==> src/rtl/fifo_pkg.sv <==
// Shared constants and sizing helpers for the pop-to-stream prefetch block.
// Definitions only: no logic, no latency, no flow control.
package fifo_pkg;

    localparam int READ_LATENCY_MIN = 1;
    localparam int READ_LATENCY_MAX = 2;

    // One slot per in-flight pop plus headroom for a full-rate stream.
    function automatic int buf_depth(input int read_latency);
        return read_latency + 2;
    endfunction

    function automatic int count_width(input int depth);
        return $clog2(depth + 1);
    endfunction

endpackage

==> src/rtl/prefetch_ring_buf.sv <==
// Circular output buffer; a write shows up at the head one cycle later.
// Never stalls its writer: a write into a full buffer is a protocol error and is asserted on.
module prefetch_ring_buf
    import fifo_pkg::*;
#(
    parameter int  DATA_WIDTH = 64,
    parameter int  DEPTH      = 3,
    localparam int PTR_W      = (DEPTH > 1) ? $clog2(DEPTH) : 1,
    localparam int CNT_W      = count_width(DEPTH)
) (
    input  logic                  clk_i,
    input  logic                  rst_i,
    input  logic                  clr_i,
    input  logic                  wr_en_i,
    input  logic [DATA_WIDTH-1:0] wr_dat_i,
    input  logic                  rd_en_i,
    output logic [DATA_WIDTH-1:0] rd_dat_o,
    output logic [CNT_W-1:0]      count_o,
    output logic                  empty_o
);

    localparam logic [PTR_W-1:0] PTR_LAST = PTR_W'(DEPTH - 1);
    localparam logic [CNT_W-1:0] CNT_FULL = CNT_W'(DEPTH);

    logic [DATA_WIDTH-1:0] mem_q [DEPTH];
    logic [PTR_W-1:0]      wr_ptr_q, wr_ptr_d;
    logic [PTR_W-1:0]      rd_ptr_q, rd_ptr_d;
    logic [CNT_W-1:0]      count_q, count_d;
    logic                  do_wr, do_rd, full;

    function automatic logic [PTR_W-1:0] ptr_inc(input logic [PTR_W-1:0] p);
        return (p == PTR_LAST) ? '0 : p + PTR_W'(1);
    endfunction

    always_comb begin
        do_wr    = wr_en_i & ~clr_i;
        do_rd    = rd_en_i & (count_q != '0) & ~clr_i;
        wr_ptr_d = wr_ptr_q;
        rd_ptr_d = rd_ptr_q;
        count_d  = count_q;
        if (clr_i) begin
            wr_ptr_d = '0;
            rd_ptr_d = '0;
            count_d  = '0;
        end else begin
            if (do_wr) wr_ptr_d = ptr_inc(wr_ptr_q);
            if (do_rd) rd_ptr_d = ptr_inc(rd_ptr_q);
            case ({do_wr, do_rd})
                2'b10:   count_d = count_q + CNT_W'(1);
                2'b01:   count_d = count_q - CNT_W'(1);
                default: count_d = count_q;
            endcase
        end
    end

    always_ff @(posedge clk_i) begin
        if (rst_i) begin
            wr_ptr_q <= '0;
            rd_ptr_q <= '0;
            count_q  <= '0;
        end else begin
            wr_ptr_q <= wr_ptr_d;
            rd_ptr_q <= rd_ptr_d;
            count_q  <= count_d;
        end
    end

    // Payload storage is deliberately left unreset; head data is meaningless while empty.
    always_ff @(posedge clk_i) begin
        if (do_wr && !rst_i) mem_q[wr_ptr_q] <= wr_dat_i;
    end

    assign full     = (count_q == CNT_FULL);
    assign rd_dat_o = mem_q[rd_ptr_q];
    assign count_o  = count_q;
    assign empty_o  = (count_q == '0);

    overflow_a: assert property (@(posedge clk_i) disable iff (rst_i || clr_i)
        !(wr_en_i && full))
        else $error("prefetch_ring_buf: write into full buffer");

endmodule

==> src/rtl/fifo_pop_prefetch.sv <==
// Turns a fixed-latency FIFO pop port into a valid/ready stream; pop to valid_o is READ_LATENCY+1 cycles.
// Pops only while buffered plus in-flight words leave room, so ready_i low never loses data.
module fifo_pop_prefetch
    import fifo_pkg::*;
#(
    parameter int  DATA_WIDTH   = 64,
    parameter int  READ_LATENCY = 1,
    localparam int BUF_DEPTH    = buf_depth(READ_LATENCY),
    localparam int CNT_W        = count_width(BUF_DEPTH)
) (
    input  logic                  clk_i,
    input  logic                  rst_i,
    input  logic                  flush_i,
    input  logic                  fifo_empty_i,
    input  logic [DATA_WIDTH-1:0] fifo_data_i,
    output logic                  fifo_pop_o,
    output logic                  valid_o,
    input  logic                  ready_i,
    output logic [DATA_WIDTH-1:0] data_o,
    output logic [CNT_W-1:0]      count_o
);

    localparam logic [CNT_W:0] DEPTH_C = (CNT_W + 1)'(BUF_DEPTH);

    logic [READ_LATENCY-1:0] tag_q, tag_d;
    logic [CNT_W-1:0]        inflight;
    logic [CNT_W:0]          demand;
    logic                    pop, arrive, rd_en, buf_empty;

    // Credit check uses only registered state, keeping ready_i off the pop path.
    always_comb begin
        inflight = '0;
        for (int i = 0; i < READ_LATENCY; i++) begin
            inflight = inflight + CNT_W'(tag_q[i]);
        end
        demand = {1'b0, count_o} + {1'b0, inflight};
        pop    = ~rst_i & ~flush_i & ~fifo_empty_i & (demand < DEPTH_C);
    end

    always_comb begin
        tag_d = '0;
        if (!flush_i) begin
            tag_d[0] = pop;
            for (int i = 1; i < READ_LATENCY; i++) begin
                tag_d[i] = tag_q[i-1];
            end
        end
    end

    always_ff @(posedge clk_i) begin
        if (rst_i) tag_q <= '0;
        else       tag_q <= tag_d;
    end

    assign arrive = tag_q[READ_LATENCY-1];
    assign rd_en  = valid_o & ready_i;

    prefetch_ring_buf #(
        .DATA_WIDTH (DATA_WIDTH),
        .DEPTH      (BUF_DEPTH)
    ) u_ring (
        .clk_i    (clk_i),
        .rst_i    (rst_i),
        .clr_i    (flush_i),
        .wr_en_i  (arrive),
        .wr_dat_i (fifo_data_i),
        .rd_en_i  (rd_en),
        .rd_dat_o (data_o),
        .count_o  (count_o),
        .empty_o  (buf_empty)
    );

    assign valid_o    = ~buf_empty;
    assign fifo_pop_o = pop;

    lat_legal_a: assert property (@(posedge clk_i)
        (READ_LATENCY >= READ_LATENCY_MIN) && (READ_LATENCY <= READ_LATENCY_MAX))
        else $error("fifo_pop_prefetch: READ_LATENCY out of range");

endmodule

==> config.mk <==
export PLATFORM = sky130hd
export DESIGN_NAME = fifo_pop_prefetch
export DESIGN_NICKNAME = d
export VERILOG_FILES = /design/src/rtl/fifo_pkg.sv /design/src/rtl/prefetch_ring_buf.sv /design/src/rtl/fifo_pop_prefetch.sv
export SDC_FILE = /design/constraint.sdc
export NUM_CORES = 1
export LEC_CHECK = 0
export ABC_AREA = 1
export BUFFER_PORTS_ARGS = -buffer_cell sky130_fd_sc_hd__clkbuf_2
export CORE_MARGIN = 2
export CORE_UTILIZATION = 55
export DETAILED_ROUTE_END_ITERATION = 8
export PLACE_DENSITY = 0.9
export RECOVER_POWER = 25
export SLEW_MARGIN = 20
export SYNTH_ARGS = -nofsm -noshare
export SYNTH_HDL_FRONTEND = slang
export SYNTH_SLANG_ARGS = --single-unit
==> constraint.sdc <==
create_clock -name clk_i -period 19.6 [get_ports clk_i]
set_input_delay 3.92 -clock clk_i [delete_from_list [all_inputs] [get_ports clk_i]]
set_output_delay 3.92 -clock clk_i [all_outputs]
set_load 0.01 [all_outputs]
==> summary.md <==
| Metric | Value |
|---|---|
| Status | complete, no violations |
| Main combinational cell family by area after synthesis | compound AO/OA/AOI/OAI gates |
| Cell mode on critical path | clkbuf_2 |
| Die X-Extent | 125.0 um |
| Worst-path fanout max | 5 |
| Synth Area in Simple Gates | 7.774% |
| RePlAce Congestion | 0.7690 |
| Worst Hold Path EP | u_ring.wr_ptr_q[1] |
| Initial Utilization | 55.79% |
| Share of cells above drive strength 1 | 37.43% |
| R2r setup slk | 17150 ps |
| Worst-Skew Late Latency | 490 ps |
| Seq pwr share | 52.4% |
| Crit path cell chain | clkbuf_2, nor2_2, inv_1, nor3b_1, clkbuf_2 |
| Synth top area share | 71.64% |
| Largest delay share family, worst path | buffers and inverters |
| Hold buffers post-CTS | 0 |
| FF-to-FF End | u_ring.mem_q[1][2] |
| FMAX | 115.7 MHz |
| Syn Std Cell Area | 0.008048 mm2 |
| Slew HR | 32.63% |
| CP endpoint kind | output pin |
| Final Cycle Share | 44.10% |
| Cells on worst reg2reg path | 5 |
| Row count | 44 |
| Fillers | 1039 |
| Multi-input logic area | 0.001800 mm2 |
| WP data arrival | 4720 ps |
| Root Driver | clkbuf_16 |
| Met2 wire length | 8411 um |
| Synth warn | 0 |
| Total wire length | 16300 um |
| Leakage | 3.407 nW |
| Antenna Nets Post-Route | 0 |
| Die area | 0.01562 mm2 |
| Port buffer count | 136 |
| Seq cells post-synth | 201 |
| NetSw | 165.8 uW |
| Maximum level of the CTS H-tree | 1 |
| Setup TNS | 0 ps |
| First-iteration detailed-routing DRC count | 358 |
| Hold Startpoint | u_ring.wr_ptr_q[1] |
| Gr ovfl total | 0 |
| Total Power | 901.3 uW |
| Most frequent cell after synthesis | edfxtp_1 |
| Largest net degree at the start of global routing | 66 |
| CTS tree | yes |
| Max-slew violations | 0 |
| Worst-margin pin slew | 1008 ps |
| Adder-cell share of the synthesized area | 0.4664% |
| Type of the worst setup path | in2out |
| Synth top cells by count | 192 x edfxtp_1, 120 x a21oi_2, 78 x nand2_1, 77 x nor2_1 |
| Setup Buffers After CTS | 0 |
| CP required | 15680 ps |
| Fraction of registers with async set/reset | 0% |
| Clock tree buffer depth | 3 |
| Via density | 5.479 |
| Fin util | 65.59% |
| # DRC | 0 |
| Total track usage | 20.24% |
| WL met1 | 6592 um |
| Synth Flop Type | edfxtp_1 |
| Max stage delay on crit path | 200 ps |
| Worst Hold Class | reg2reg |
| CP max-delay cell | nor2_2 |
| Buf/Inv on CP | 3 |
| Total Nets Final | 750 |
| Pwr dens | 95.27 mW/mm2 |
| Top routing layer in use | met4 |
| Top post-synthesis cells by area | edfxtp_1 72%, a21oi_2 13%, nand2_1 3.6% |
| Mux cell area share after synthesis | 0% |
| Max-cap violation count | 0 |
| CTS resizes | 0 |
| Sequential share of the synthesized area | 73.88% |
| Yosys top cell by area | edfxtp_1 |
| Met3 wire len | 1085 um |
| R2r startpoint | arrive |
| Hold path depth | 2 |
| Combinational cell fraction of total power | 2.3% |
| Internal | 735.5 uW |
| Via count | 4800 |
| Peak VDD IR | 0.00007241 V |
| Final hold vios | 0 |
| # IOs | 137 |
| Die H | 125.0 um |
| Reg area | 0.005953 mm2 |
| Sw Share | 18.40% |
| RSZ-0062 raised after global routing | no |
| Area of the core | 0.01442 mm2 |
| Layout area overhead | 17.55% |
| Number of buffers created by CTS | 20 |
| WL/cell | 18.61 um |
| Cell count after synthesis | 538 |
| Post-Route Skew | 7.794 ps |
| Final setup viols | 0 |
| Antenna cells | 0 |
| Avg Inst Size Synth | 14.96 um2 |
| Xor and xnor fraction of the mapped netlist area | 0% |
| Clk pwr share | 45.3% |
| Syn Nets | 610 |
| Pre-antenna DRT Iters | 5 |
| CTS Sinks | 201 |
| Synth Area in Compound Gates | 13.87% |
| Post-synth EDFFs | 192 |
| DP Wirelength | 9306 um |
| Initial antenna violation count | 0 |
| Yosys cell types | 19 |
| Crit path launch type | primary input |
| Vias in the first global route | 5071 |
| Fin crit period | 8644 ps |
| Clk pin slew, worst setup/hold paths | 60 ps |
| First-pass GRT wire length | 25160 um |
==> kinds of logic after synthesis <==
family,after synthesis
AO/OA/AOI/OAI,133
adder cells (fa/ha/maj),3
buffers and inverters,39
flip-flops,201
AND/OR/NAND/NOR,162
==> cells in the final DEF (no fill, tap or decap), types with 2 or more instances in the layout <==
master,count
nor3b_1,2
nand3_1,2
nor2_1,75
clkbuf_1,47
inv_1,11
nand2_1,78
dfxtp_4,2
ha_1,3
dfxtp_1,7
a21oi_2,120
bufinv_16,4
buf_12,2
buf_4,6
edfxtp_1,192
clkbuf_16,21
clkbuf_8,2
clkbuf_2,94
a21oi_1,12
clkinv_1,2
nor2_4,2
==> power groups by stage <==
stage,clock network [mW],logic (mW),registers (mW)
4_1_cts,0.413,0.0215,0.472
3_3_place_gp,0,0.0195,0.481
3_5_place_dp,0,0.0213,0.482
6_report,0.409,0.0205,0.472
2_1_floorplan,0,0.00758,0.482
5_1_grt,0.430,0.0225,0.472
==> stage by stage <==
step / cell area [um2] / hold WS (ps) / std cells / worst slack [ps]
floorplan: 8048 / 458.4 / 538 / 8750
global placement: 8758 / 472.1 / 838 / 10990
detailed placement: 8761 / 497.4 / 838 / 10960
CTS: 9473 / 506.1 / 874 / 10960
global route: 9460 / 540.2 / 876 / 10880
finish: 9460 / 502.0 / 876 / 10960
==> flip-flops by register name (all words and copies together) (netlist names), named ones only <==
| register | flops |
|---|---|
| u_ring.rd_ptr_q | 2 |
| arrive | 1 |
| u_ring.wr_ptr_q | 2 |
| u_ring.mem_q | 192 |
| u_ring.count_o | 2 |
==> worst max-delay path by stage <==
stage,from,endpoint,cells past startpoint
detailed placement,rst_i,fifo_pop_o,5
CTS,rst_i,fifo_pop_o,5
finish,rst_i,fifo_pop_o,5
global route,rst_i,fifo_pop_o,5
floorplan,rst_i,u_ring.mem_q[2][0],1
global placement,rst_i,fifo_pop_o,5
==> final cells by class <==
cell class                 instances  area share, %
sequential                       201          62.93
multi-input combinational        298          19.03
timing repair buffer             144          7.539
clock buffer                      28          6.044
tap                              184          2.434
clock inverter                     8          1.481
inverter                          13         0.5423
==> worst reg2reg max path: stages (launching register included) <==
cell and delay [ps]:
dfxtp_1 340, nand2_1 130, inv_1 110, nand3_1 140, nor2_4 760, buf_4 600
==> per-layer routing <==
layer | GRT usage, % | vias to the layer above
met5 | 0 | -
met4 | 5.098 | 0
met3 | 4.750 | 22
met2 | 35.97 | 160
met1 | 25.25 | 2398
li1 | - | 2220
No activity file was read; power rests on OpenSTA's default activity.
